<file path="config.mk">
export PLATFORM = sky130hd
export DESIGN_NAME = rv_multicycle_ctrl
export DESIGN_NICKNAME = d
export VERILOG_FILES = /design/src/rtl/rv_multicycle_ctrl.sv
export SDC_FILE = /design/constraint.sdc
export NUM_CORES = 1
export LEC_CHECK = 0
export CAP_MARGIN = 25
export CORE_ASPECT_RATIO = 1.2
export CORE_MARGIN = 1.5
export CORE_UTILIZATION = 36
export DETAILED_ROUTE_END_ITERATION = 12
export REMOVE_ABC_BUFFERS = 1
export SKIP_LAST_GASP = 1
export SLEW_MARGIN = 40
export SYNTH_ARGS = -nofsm -noshare
export SYNTH_HDL_FRONTEND = slang
export SYNTH_SLANG_ARGS = --single-unit
</file>
<file path="constraint.sdc">
create_clock -name clk -period 2.5 [get_ports clk]
set_input_delay 0.5 -clock clk [delete_from_list [all_inputs] [get_ports clk]]
set_output_delay 0.5 -clock clk [all_outputs]
set_load 0.1 [all_outputs]
</file>
<file path="src/rtl/rv_multicycle_ctrl.sv">
// Multi-cycle RV32I control FSM: fetch/decode/execute/memory/write-back sequencing and retire count.
// Optional memory-wait timeout with sticky bus_err when CTRL_MEM_TIMEOUT_EN is defined.
//
// state  | meaning
// IDLE   | halted, waiting for run
// FETCH  | instruction read from PC, IR load on mem_ready
// DECODE | opcode legality check
// EXEC   | branch resolve, or route to MEM/WB
// MEM    | load/store data access at ALU address
// WB     | register write and PC update
// TRAP   | illegal opcode or bus error, held until reset
module rv_multicycle_ctrl #(
   parameter int unsigned RESET_STATE_IDLE = 1,
   parameter int unsigned TIMEOUT_CYCLES   = 255
) (
   input  logic        clk,
   input  logic        rst_n,
   input  logic        run,
   input  logic [6:0]  opcode,
   input  logic        take_branch,
   input  logic        mem_ready,
   output logic        pc_we,
   output logic [1:0]  pc_src,
   output logic        ir_we,
   output logic        rf_we,
   output logic [1:0]  wb_sel,
   output logic        addr_sel,
   output logic        mem_req,
   output logic        mem_we,
   output logic        illegal,
`ifdef CTRL_MEM_TIMEOUT_EN
   output logic        bus_err,
`endif
   output logic [2:0]  state,
   output logic [31:0] instret
);

   typedef enum logic [2:0] {
      S_IDLE   = 3'd0,
      S_FETCH  = 3'd1,
      S_DECODE = 3'd2,
      S_EXEC   = 3'd3,
      S_MEM    = 3'd4,
      S_WB     = 3'd5,
      S_TRAP   = 3'd6
   } state_t;

   localparam logic [6:0] OP_LOAD   = 7'b0000011;
   localparam logic [6:0] OP_STORE  = 7'b0100011;
   localparam logic [6:0] OP_OPIMM  = 7'b0010011;
   localparam logic [6:0] OP_OP     = 7'b0110011;
   localparam logic [6:0] OP_LUI    = 7'b0110111;
   localparam logic [6:0] OP_AUIPC  = 7'b0010111;
   localparam logic [6:0] OP_JAL    = 7'b1101111;
   localparam logic [6:0] OP_JALR   = 7'b1100111;
   localparam logic [6:0] OP_BRANCH = 7'b1100011;

   localparam state_t RESET_STATE = (RESET_STATE_IDLE != 0) ? S_IDLE : S_FETCH;

   state_t      state_q, state_d;
   state_t      retire_next;
   logic        illegal_q, set_illegal;
   logic [31:0] instret_q;
   logic        mem_timeout;
   logic        is_load, is_store, is_branch, is_jal, is_jalr, is_auipc, is_legal;

   assign is_load   = (opcode == OP_LOAD);
   assign is_store  = (opcode == OP_STORE);
   assign is_branch = (opcode == OP_BRANCH);
   assign is_jal    = (opcode == OP_JAL);
   assign is_jalr   = (opcode == OP_JALR);
   assign is_auipc  = (opcode == OP_AUIPC);
   assign is_legal  = is_load || is_store || is_branch || is_jal || is_jalr || is_auipc ||
                      (opcode == OP_OPIMM) || (opcode == OP_OP) || (opcode == OP_LUI);

   // A retire with run low parks in IDLE only when IDLE is part of this build's flow.
   assign retire_next = (run || (RESET_STATE_IDLE == 0)) ? S_FETCH : S_IDLE;

`ifdef CTRL_MEM_TIMEOUT_EN
   localparam logic [7:0] WAIT_LIMIT = TIMEOUT_CYCLES[7:0];

   logic [7:0] wait_cnt;
   logic       bus_err_q;

   assign mem_timeout = ((state_q == S_FETCH) || (state_q == S_MEM)) && (wait_cnt == WAIT_LIMIT);

   always_ff @(posedge clk or negedge rst_n) begin
      if (!rst_n) begin
         wait_cnt  <= 8'd0;
         bus_err_q <= 1'b0;
      end else begin
         if (state_d != state_q)
            wait_cnt <= 8'd0;
         else if (mem_req && !mem_ready)
            wait_cnt <= wait_cnt + 8'd1;
         bus_err_q <= bus_err_q | mem_timeout;
      end
   end

   assign bus_err = bus_err_q;
`else
   assign mem_timeout = 1'b0;
`endif

   always_ff @(posedge clk or negedge rst_n) begin
      if (!rst_n) begin
         state_q   <= RESET_STATE;
         illegal_q <= 1'b0;
         instret_q <= 32'd0;
      end else begin
         state_q   <= state_d;
         illegal_q <= illegal_q | set_illegal;
         if (pc_we)
            instret_q <= instret_q + 32'd1;
      end
   end

   always_comb begin
      state_d     = state_q;
      set_illegal = 1'b0;
      pc_we       = 1'b0;
      pc_src      = 2'b00;
      ir_we       = 1'b0;
      rf_we       = 1'b0;
      wb_sel      = 2'b00;
      addr_sel    = 1'b0;
      mem_req     = 1'b0;
      mem_we      = 1'b0;
      case (state_q)
         S_IDLE: begin
            if (run)
               state_d = S_FETCH;
         end
         S_FETCH: begin
            if (mem_timeout) begin
               state_d = S_TRAP;
            end else begin
               mem_req = 1'b1;
               if (mem_ready) begin
                  ir_we   = 1'b1;
                  state_d = S_DECODE;
               end
            end
         end
         S_DECODE: begin
            if (is_legal) begin
               state_d = S_EXEC;
            end else begin
               set_illegal = 1'b1;
               state_d     = S_TRAP;
            end
         end
         S_EXEC: begin
            if (is_branch) begin
               pc_we   = 1'b1;
               pc_src  = take_branch ? 2'b01 : 2'b00;
               state_d = retire_next;
            end else if (is_load || is_store) begin
               state_d = S_MEM;
            end else begin
               state_d = S_WB;
            end
         end
         S_MEM: begin
            if (mem_timeout) begin
               state_d = S_TRAP;
            end else begin
               mem_req  = 1'b1;
               addr_sel = 1'b1;
               mem_we   = is_store;
               if (mem_ready) begin
                  if (is_store) begin
                     pc_we   = 1'b1;
                     state_d = retire_next;
                  end else begin
                     state_d = S_WB;
                  end
               end
            end
         end
         S_WB: begin
            rf_we   = 1'b1;
            pc_we   = 1'b1;
            state_d = retire_next;
            if (is_load)
               wb_sel = 2'b01;
            else if (is_jal || is_jalr)
               wb_sel = 2'b10;
            else if (is_auipc)
               wb_sel = 2'b11;
            if (is_jal)
               pc_src = 2'b01;
            else if (is_jalr)
               pc_src = 2'b10;
         end
         S_TRAP: state_d = S_TRAP;
         default: state_d = S_TRAP;
      endcase
   end

   assign illegal = illegal_q;
   assign state   = state_q;
   assign instret = instret_q;

endmodule

</file>
Yosys cells after proc, flatten, opt, wreduce, memory -nomap -nowiden
Index checks and enable logic that the tools add are counted.
{"block": "word_totals", "reg_bits": 36, "latchBits": 0, "ramBits": 0, "mem_bits_ro": 0, "in_bits": 12, "n_memories": 0}
{"block": "op_classes", "add_sub_neg": 1, "mul": 0, "div_mod_pow": 0, "magnitude_cmp": 0, "eq_ne": 17, "n_shift": 0, "muxes": 30, "bitwise": 1, "n_reduce_logical": 12}
{"operator": "$add 32x1->32 const B", "n": 1}
{"operator": "$eq 7x6->1 const B", "n": 3}
{"operator": "$eq 7x7->1 const B", "n": 3}
{"operator": "$mux 3", "n": 6}
{"operator": "$pmux 3 s6", "n": 1}
{"operator": "$mux 1", "n": 15}
{"operator": "$eq 7x5->1 const B", "n": 2}
{"operator": "$mux 2", "n": 6}
{"operator": "$logic_or 1x1->1", "n": 9}
{"operator": "$eq 7x2->1 const B", "n": 1}
{"operator": "$eq 3x2->1 const B", "n": 2}
{"operator": "$eq 3x3->1 const B", "n": 2}
{"operator": "$ne 2x2->1 const B", "n": 3}
{"operator": "$pmux 2 s2", "n": 1}
{"operator": "$eq 3x1->1 const B", "n": 1}
{"operator": "$logic_not 3->1", "n": 1}
{"operator": "$pmux 1 s3", "n": 1}
{"operator": "$reduce_and 3->1", "n": 1}
{"operator": "$reduce_or 2->1", "n": 1}
{"operator": "$or 1x1->1", "n": 1}

Depth between registers and ports, before layout
Gate-level depths: netlist (run 1).
{"block": "depth", "word_depth": 12, "mapped_depth": 8, "ltp_nobuf": 6}

Least setup slack after synthesis (run 1)
OpenSTA, ideal clock, no wires.
{"block": "synth_timing", "path_kind": "flip-flop to output port", "from": "register state_q[0], in the netlist state[0]", "to": "output pc_src[1]", "arrival_time_ns": 5.006, "required_ns": 2.000, "path_slack_ns": -3.006, "stages_incl_launch_ff": 6, "n_path_buf": 1, "path_cell_list": "dfrtp_1 -> buf_2 -> inv_1 -> nor2_1 -> nand4_1 -> nor3_1"}
{"block": "synth_via", "elab_chain_len": 2, "word_cells_on_any_way": 3, "classes_between": "eq/ne: 2; mux: 1"}
{"element": "from (decl)", "line": "60", "rtl": "state_t state_q, state_d;"}
{"element": "from (signal assigned)", "line": "111", "rtl": "state_q <= state_d;"}
{"element": "$eq 3x3->1 or $eq 3x2->1 (tied branches)", "line": "129", "rtl": "case (state_q)"}
{"element": "$pmux 2 s2 (*)", "line": "129"}
{"element": "to (decl)", "line": "23", "rtl": "output logic [1:0] pc_src,"}
Every way passes the cells marked *; elsewhere a longest branch is shown, timed or not.

Final worst setup path (run 1)
{"block": "layout_timing", "from": "input opcode[3]", "to": "output pc_we"}
{"block": "layout_via", "elab_chain_len": 4, "word_cells_on_any_way": 6, "classes_between": "eq/ne: 2; mux: 4"}
{"element": "from (decl)", "line": "19", "rtl": "input logic [6:0] opcode,"}
{"element": "$eq 7x6->1", "line": "68", "rtl": "assign is_store = (opcode == OP_STORE);"}
{"element": "$mux 1", "line": "172", "rtl": "if (is_store) begin"}
{"element": "$mux 1", "line": "171", "rtl": "if (mem_ready) begin"}
{"element": "$pmux 1 s3 (*)", "line": "129"}
{"element": "to (decl)", "line": "22", "rtl": "output logic pc_we,"}
Marked as above.

==> results.json, run 1 <==
{
  "status": "completed",
  "drc": 0,
  "rows": 29,
  "p_total_mw": 2.787,
  "io_pins": 58,
  "crit_fanout": 6,
  "insertion_delay_ps": 290,
  "avgSynthCellArea_sq_um": 10.27,
  "syn2layout_area_growth_pct": 45.69,
  "coreArea_sq_um": 5261,
  "crit-reg2reg-launch": "instret[7]$_DFFE_PN0P_",
  "met2_wirelength_microns": 2338,
  "path_cells": "clkdlybuf4s50_1, nand4bb_4, o41ai_4, a21oi_2, inv_2, buf_12",
  "ys_seq_area_share_pct": 45.95,
  "cts_num_sinks": 36,
  "intPower_mw": 1.349,
  "start_util_pct": 37.27,
  "cp.required_ps": 2000,
  "routedWlPerCell_microns": 14.43,
  "wirelength_microns": 4834,
  "slew_viol_final": 0,
  "rsz0062_at_grt": "yes",
  "final_cell_mix": "buf_4, dfrtp_1, xor2_1, nand2_1, xnor2_1",
  "drv_cap": 0,
  "synth_area_sq_um": 1961,
  "route.layer.met1.wl_microns": 2163,
  "seq_power_share_pct": 25.6,
  "dr.pass1.iters": 4,
  "n_fill_cell": 486,
  "final_util_pct": 54.29,
  "synthFlopType": "dfrtp_1",
  "gpl.final_weighted_congestion": 0.8523,
  "hold_path_class": "in2async",
  "ys_warn_count": 0,
  "postCtsHoldBufs": 0,
  "period_share_pct": 99.77,
  "setup_viol_count_final": 0,
  "synth_top_cells_by_area": "dfrtp_1, xor2_1, xnor2_1",
  "met3_length_microns": 239,
  "placed_cell_area_sq_um": 2744,
  "combPwrFrac_pct": 59.1,
  "cp-startpoint": "opcode[3]",
  "synth.distinct_cells": 44,
  "start_kind": "input pin",
  "cts_max_level": 2,
  "crit_buf_inv": 3,
  "dr.max_layer_used": "met4",
  "switching_share_pct": 51.60,
  "cts_root_buf": "clkbuf_8",
  "die_y_microns": 83.84,
  "fin_area_sq_um": 2856,
  "synthArstFlopShare_pct": 100.0,
  "grt_remaining_overflow": 0,
  "hold_viol": 0,
  "nets": 285,
  "power_frac_clock_pct": 15.2,
  "peakVddDrop_uv": 965.3,
  "fmaxAchievable_mhz": 400.9,
  "cp.arrival_ps": 1990,
  "drt_iter0_drc": 61,
  "grt_max_degree": 37,
  "yosys_register_bits": 36,
  "synth_edf_count": 0,
  "vias": 1723,
  "cts_buffers": 5,
  "syn_inst": 191,
  "ant_nets": 0,
  "antenna_found_initial": 0,
  "post-route-min-period_ps": 2494,
  "p_leak_nw": 1.393,
  "synth_top_area_share_pct": 45.95,
  "dp_hpwl_microns": 3598,
  "grt_pass1_vias": 1627,
  "finClkSkew_ps": 11.23,
  "critPathKind": "in2out",
  "cp-end-kind": "output port",
  "numPortBuffers": 57,
  "grtUsageTotal_pct": 17.03,
  "synth_top_cell_by_area": "dfrtp_1",
  "layout_commonest_cell": "buf_4",
  "dieArea_sq_um": 5900,
  "slowest_stage": "clkdlybuf4s50_1",
  "drive_gt1_share_pct": 34.07,
  "n_antenna_cell": 0,
  "clk_pin_slew_ps": 80,
  "chipWidth_microns": 70.37,
  "worst_path_dominant_cell_family": "buffers and inverters",
  "cts_buffer_depth": 2,
  "max_slew_margin_pct": 69.25,
  "max_stage_delay_ps": 430,
  "cellPowerDensity_nw_per_um2": 975.8,
  "grt_pass1_wl_microns": 8024,
  "cts_tree": "yes",
  "worst_pin_slew_ps": 461.3,
  "power_switching_mw": 1.438,
  "viasPerCell": 5.143,
  "hold_ws_ps": 142.8
}
## cells in the mapped netlist, types with 2 or more instances
master,n
nand4_2,2
o21ai_0,2
nand4_1,11
dfrtp_1,36
xnor2_1,12
nand3_1,8
a21oi_2,2
nand2b_1,3
xor2_1,20
or2_2,2
buf_2,3
nor3_1,12
nor3b_1,3
inv_1,5
nor4_1,7
nor4b_1,5
nor2_1,10
a21oi_1,5
nand2_1,18
## flip-flops by register name, summed over array words and instances, names as in the netlist
| signal | count |
|---|---|
| illegal | 1 |
| state | 3 |
| instret | 32 |
## per-layer routing
layer / global-route usage [%] / vias to the layer above
met4: 6.294 / 0
met5: 0 / -
met2: 27.53 / 46
li1: - / 853
met3: 3.382 / 8
met1: 22.50 / 816
## final cells by class
cell class	count	area [sq um]	area share (%)
multi-input cells	144	1017	35.61
flip-flops and latches	36	900.9	31.54
repair buffers	80	749.5	26.24
clock buffers	6	82.58	2.891
well taps	62	77.57	2.716
inverters	5	18.77	0.6570
clock inverters	2	10.01	0.3504
## logic make-up after synthesis
group | after synthesis | share of synthesized area [%]
compound gates | 20 | 8.042
xor+xnor | 32 | 14.29
fa+ha+maj | 1 | 0.6381
buf+inv | 11 | 2.744
flops | 36 | 45.95
simple gates | 91 | 28.34
## metrics by stage
stage | worst slack, ps | instances | TNS [ps]
CTS | 28.74 | 334 | 0
global placement | -46.03 | 326 | -46.03
finish | 5.752 | 335 | 0
floorplan | -3021 | 185 | -18990
detailed placement | -19.14 | 326 | -19.14
global route | -62.19 | 335 | -62.19
## worst paths after layout
check | depth (start not counted) | endpoint | slack, ps
max | 6 | pc_we | 6
max in group asynchronous | 1 | instret[8]$_DFFE_PN0P_ | 2010
max reg2reg | 5 | instret[31]$_DFFE_PN0P_ | 590
min in group clk | 1 | instret[31]$_DFFE_PN0P_ | 480
min | 1 | instret[21]$_DFFE_PN0P_ | 140
min reg2reg | 1 | instret[31]$_DFFE_PN0P_ | 480
## power groups by stage
stage,clock network [mW],registers [mW],logic (mW)
after global placement,0,0.727,1.64
after CTS,0.439,0.715,1.64
after floorplan,0,1.24,0.580
after detailed placement,0,0.724,1.64
after global routing,0.468,0.725,1.72
final,0.424,0.714,1.65
## repair_timing
action                                  4_1_cts  5_1_grt
setup buffers                                 0        1
gates resized for setup                       1        3
pin swaps                                     0        1
endpoints found under the setup margin        1        3
gates cloned                                  0        0
Note: power is estimated with default switching activity, not from simulation.
==> run 2, diff against run 1 <==
--- a/config.mk
+++ b/config.mk
@@ -7,7 +7,7 @@
 export LEC_CHECK = 0
 export CAP_MARGIN = 25
 export CORE_ASPECT_RATIO = 1.2
-export CORE_MARGIN = 1.5
+export CORE_MARGIN = 2
 export CORE_UTILIZATION = 36
 export DETAILED_ROUTE_END_ITERATION = 12
 export REMOVE_ABC_BUFFERS = 1
==> run 2 against run 1 <==
Sequential power about the same. Critical path type unchanged. Sequential share of layout area down 0.30 points. Total power is 2.5% higher. Worst setup slack improved by 90 ps. First-iteration DRC count down 30%. Wire length decreased by 1.8%. Clock-buffer cell count unchanged. Via count about the same.
==> results.json, run 2 (synthesized netlist as in run 1, its figures left out) <==
{
  "status": "completed",
  "viasPerCell": 5.146,
  "layout_commonest_cell": "buf_4",
  "vias": 1724,
  "grt_pass1_wl_microns": 7776,
  "p_leak_nw": 1.439,
  "cts_max_level": 2,
  "cellPowerDensity_nw_per_um2": 990.3,
  "worst_pin_slew_ps": 453.8,
  "slew_viol_final": 0,
  "intPower_mw": 1.423,
  "start_util_pct": 37.27,
  "drc": 0,
  "dp_hpwl_microns": 3572,
  "cts_tree": "yes",
  "met3_length_microns": 312,
  "io_pins": 58,
  "period_share_pct": 96.17,
  "grt_pass1_vias": 1648,
  "dieArea_sq_um": 6055,
  "fmaxAchievable_mhz": 415.9,
  "numPortBuffers": 57,
  "cts_buffer_depth": 2,
  "power_switching_mw": 1.433,
  "p_total_mw": 2.856,
  "dr.max_layer_used": "met4",
  "final_util_pct": 54.82,
  "antenna_found_initial": 0,
  "wirelength_microns": 4748,
  "drt_iter0_drc": 43,
  "switching_share_pct": 50.17,
  "dr.pass1.iters": 5,
  "cts_buffers": 5,
  "crit-reg2reg-launch": "instret[7]$_DFFE_PN0P_",
  "ant_nets": 0,
  "hold_viol": 0,
  "seq_power_share_pct": 25.0,
  "chipWidth_microns": 71.37,
  "drv_cap": 0,
  "cp-startpoint": "opcode[5]",
  "route.layer.met1.wl_microns": 2134,
  "cts_root_buf": "clkbuf_8",
  "met2_wirelength_microns": 2246,
  "post-route-min-period_ps": 2404,
  "drive_gt1_share_pct": 33.70,
  "final_cell_mix": "buf_4, dfrtp_1, xor2_1, nand2_1, xnor2_1",
  "power_frac_clock_pct": 17.4,
  "coreArea_sq_um": 5261,
  "nets": 285,
  "max_slew_margin_pct": 69.74,
  "combPwrFrac_pct": 57.6,
  "largest_reg_flops": 32,
  "critPathKind": "in2out",
  "rows": 29,
  "die_y_microns": 84.84,
  "setup_viol_count_final": 0,
  "peakVddDrop_uv": 760.1,
  "postCtsSetupBuffers": 0,
  "grt_remaining_overflow": 0,
  "cp.arrival_ps": 1900,
  "routedWlPerCell_microns": 14.17,
  "clk_pin_slew_ps": 70,
  "cts_num_sinks": 36,
  "hold_path_class": "in2async",
  "syn2layout_area_growth_pct": 47.10,
  "cp.required_ps": 2000,
  "cp-end-kind": "output port",
  "crit_fanout": 4,
  "rsz0062_at_grt": "no",
  "gpl.final_weighted_congestion": 0.8359,
  "finClkSkew_ps": 7.354,
  "n_antenna_cell": 0,
  "start_kind": "input pin",
  "grtUsageTotal_pct": 16.13,
  "grt_max_degree": 37,
  "insertion_delay_ps": 290
}
run 2: final timing paths:
path | endpoint | slack (ps) | depth (start not counted)
min in group clk | instret[31]$_DFFE_PN0P_ | 480 | 1
max in group asynchronous | instret[1]$_DFFE_PN0P_ | 2010 | 1
min | instret[30]$_DFFE_PN0P_ | 150 | 1
min reg2reg | instret[31]$_DFFE_PN0P_ | 480 | 1
max reg2reg | instret[24]$_DFFE_PN0P_ | 600 | 5
max | mem_we | 100 | 6
run 2: layer usage:
metal  vias to the layer above  track usage, %
li1                        851               -
met1                       814           21.97
met2                        54           24.83
met3                         5           4.276
met4                         0           5.660
met5                         -               0
run 2: cell type report:
cell class / count / area [sq um]
multi-input cells: 144 / 1016
clock buffers: 6 / 72.57
repair buffers: 80 / 763.2
clock inverters: 2 / 35.03
flip-flops and latches: 36 / 900.9
inverters: 5 / 18.77
well taps: 62 / 77.57
fillers: 478 / 2377
run 2: power by group through the flow:
stage	Clock, mW	Sequential (mW)	Combinational [mW]
5_1_grt	0.541	0.729	1.72
2_1_floorplan	0	1.24	0.580
3_3_place_gp	0	0.726	1.65
3_5_place_dp	0	0.725	1.65
6_report	0.497	0.714	1.64
4_1_cts	0.515	0.715	1.65
run 2: worst max-delay path, stage by stage:
cell             delay, ps
clkdlybuf4s50_1        550
nand2b_1               160
nor3_2                 200
buf_4                  140
and2_1                 160
buf_12                 180
run 2: repair_timing:
action,in CTS,in global routing
resized for setup,1,7
endpoints found under the setup margin,1,4
pin swaps,0,3
hold buffers,0,0
run 2: per-stage QoR:
stage	worst slack, ps	hold WS, ps	setup TNS (ps)	cell area, sq um	std cells
3_5_place_dp	-25.03	480.0	-25.03	2751	327
2_1_floorplan	-3021	204.4	-18990	1926	185
6_report	95.74	146.5	0	2884	335
3_3_place_gp	-30.12	480.8	-30.12	2751	327
5_1_grt	37.48	181.4	0	2884	335
4_1_cts	18.73	320.1	0	2864	335
==> run 3, diff against run 2 <==
--- a/config.mk
+++ b/config.mk
@@ -12,7 +12,6 @@
 export DETAILED_ROUTE_END_ITERATION = 12
 export REMOVE_ABC_BUFFERS = 1
 export SKIP_LAST_GASP = 1
-export SLEW_MARGIN = 40
 export SYNTH_ARGS = -nofsm -noshare
 export SYNTH_HDL_FRONTEND = slang
 export SYNTH_SLANG_ARGS = --single-unit
==> run 3 against run 2 <==
Total power hardly changed. Die area unchanged. Register-to-register slack about the same. Design area is essentially flat. Largest cell class unchanged. Largest power group unchanged. Utilization about the same. Clock power about the same. Sequential power hardly changed. Highest routed layer unchanged. Clock skew about the same. Via count unchanged. Sequential share of layout area hardly changed. Non-clock buffer count unchanged.
==> results.json, run 3 (synthesized netlist as in run 1, its figures left out) <==
{
  "start_kind": "input pin",
  "drv_cap": 0,
  "placed_cell_area_sq_um": 2751,
  "setup_tns_ps": 0,
  "max_stage_delay_ps": 550,
  "p_leak_nw": 1.438,
  "syn2layout_area_growth_pct": 46.97,
  "status": "completed",
  "slew_viol_final": 0,
  "critPathKind": "in2out",
  "clk_pin_slew_ps": 70,
  "hold_path_class": "in2async",
  "pre_cts_ws_ps": -25.03,
  "crit_buf_inv": 3,
  "vias": 1724,
  "hold_viol": 0,
  "dr.pass1.iters": 5,
  "slowest_stage": "clkdlybuf4s50_1",
  "cellPowerDensity_nw_per_um2": 991.0,
  "viasPerCell": 5.146,
  "n_antenna_cell": 0,
  "insertion_delay_ps": 290,
  "worst_pin_slew_ps": 786.5,
  "cts_max_level": 2,
  "setup_viol_count_final": 0,
  "period_share_pct": 96.17,
  "postCtsSetupBuffers": 0,
  "rsz0062_at_grt": "no",
  "worst_path_dominant_cell_family": "buffers and inverters",
  "grt_pass1_wl_microns": 7776,
  "cts_tree": "yes",
  "io_pins": 58,
  "max_slew_margin_pct": 47.57,
  "grt_pass1_vias": 1648,
  "die_y_microns": 84.84,
  "power_switching_mw": 1.433,
  "grtUsageTotal_pct": 16.13,
  "largest_reg_flops": 32,
  "coreArea_sq_um": 5261,
  "drc": 0,
  "layout_commonest_cell": "buf_4",
  "combPwrFrac_pct": 57.6,
  "cts_buffers": 5,
  "routedWlPerCell_microns": 14.17,
  "drt_iter0_drc": 43,
  "gpl.final_weighted_congestion": 0.8359,
  "grt_remaining_overflow": 0,
  "dp_hpwl_microns": 3572,
  "antenna_found_initial": 0,
  "cts_root_buf": "clkbuf_8",
  "finClkSkew_ps": 7.359,
  "chipWidth_microns": 71.37,
  "setup_slack_ps": 95.74,
  "wirelength_microns": 4748,
  "intPower_mw": 1.423,
  "ant_nets": 0,
  "cp.arrival_ps": 1900,
  "final_cell_mix": "buf_4, dfrtp_1, xor2_1, nand2_1, xnor2_1",
  "cp-end-kind": "output port",
  "numPortBuffers": 57,
  "cp.required_ps": 2000,
  "fin_area_sq_um": 2882,
  "crit_fanout": 4,
  "cts_num_sinks": 36,
  "p_total_mw": 2.856,
  "seq_power_share_pct": 25.0,
  "grt_max_degree": 37,
  "switching_share_pct": 50.18,
  "start_util_pct": 37.27,
  "path_cells": "clkdlybuf4s50_1, nand2b_1, nor3_2, buf_4, and2_1, buf_12",
  "fin_cells": 335,
  "cts_buffer_depth": 2,
  "peakVddDrop_uv": 760.1,
  "rows": 29,
  "place_inst": 327,
  "fmaxAchievable_mhz": 415.9,
  "nets": 285,
  "dieArea_sq_um": 6055,
  "final_util_pct": 54.77,
  "drive_gt1_share_pct": 33.70,
  "power_frac_clock_pct": 17.4,
  "post-route-min-period_ps": 2404,
  "hold_ws_ps": 282.2
}
[run 3: cell counts in the layout (fill, tap and decap cells not counted)]
Identical to the previous run, type by type.
[run 3: timing repair]
action                                  CTS  global route
cloned                                    0             0
endpoints found under the setup margin    1             4
resized for setup                         1             7
pin swaps                                 0             3
hold buffers                              0             0
[run 3: metal layers]
metal / GRT usage (%) / part of all wire (%)
met1: 21.97 / 45
met2: 24.83 / 47
met3: 4.276 / 6.6
met4: 5.660 / 1.1
met5: 0 / 0
[run 3: cell type report]
class | instances | area (sq um)
fillers | 479 | 2380
inverters | 5 | 18.77
flip-flops and latches | 36 | 900.9
multi-input cells | 144 | 1016
clock buffers | 6 | 72.57
repair buffers | 80 | 760.7
well taps | 62 | 77.57
clock inverters | 2 | 35.03
[run 3: final timing paths]
kind	slack, ps	to	start	depth (start not counted)
worst min-delay path	280	instret[30]$_DFFE_PN0P_	rst_n	1
worst max register to register	600	instret[24]$_DFFE_PN0P_	instret[7]$_DFFE_PN0P_	5
max in group asynchronous	1700	instret[1]$_DFFE_PN0P_	rst_n	1
worst min register to register	480	instret[31]$_DFFE_PN0P_	instret[31]$_DFFE_PN0P_	1
min in group clk	480	instret[31]$_DFFE_PN0P_	instret[31]$_DFFE_PN0P_	1
worst max-delay path	100	mem_we	opcode[5]	6
[run 3: power groups by stage]
stage               clock, mW  combinational (mW)  sequential, mW
global route            0.541                1.72           0.729
floorplan                   0               0.580            1.24
detailed placement          0                1.65           0.725
CTS                     0.515                1.65           0.715
finish                  0.497                1.64           0.714
global placement            0                1.65           0.726
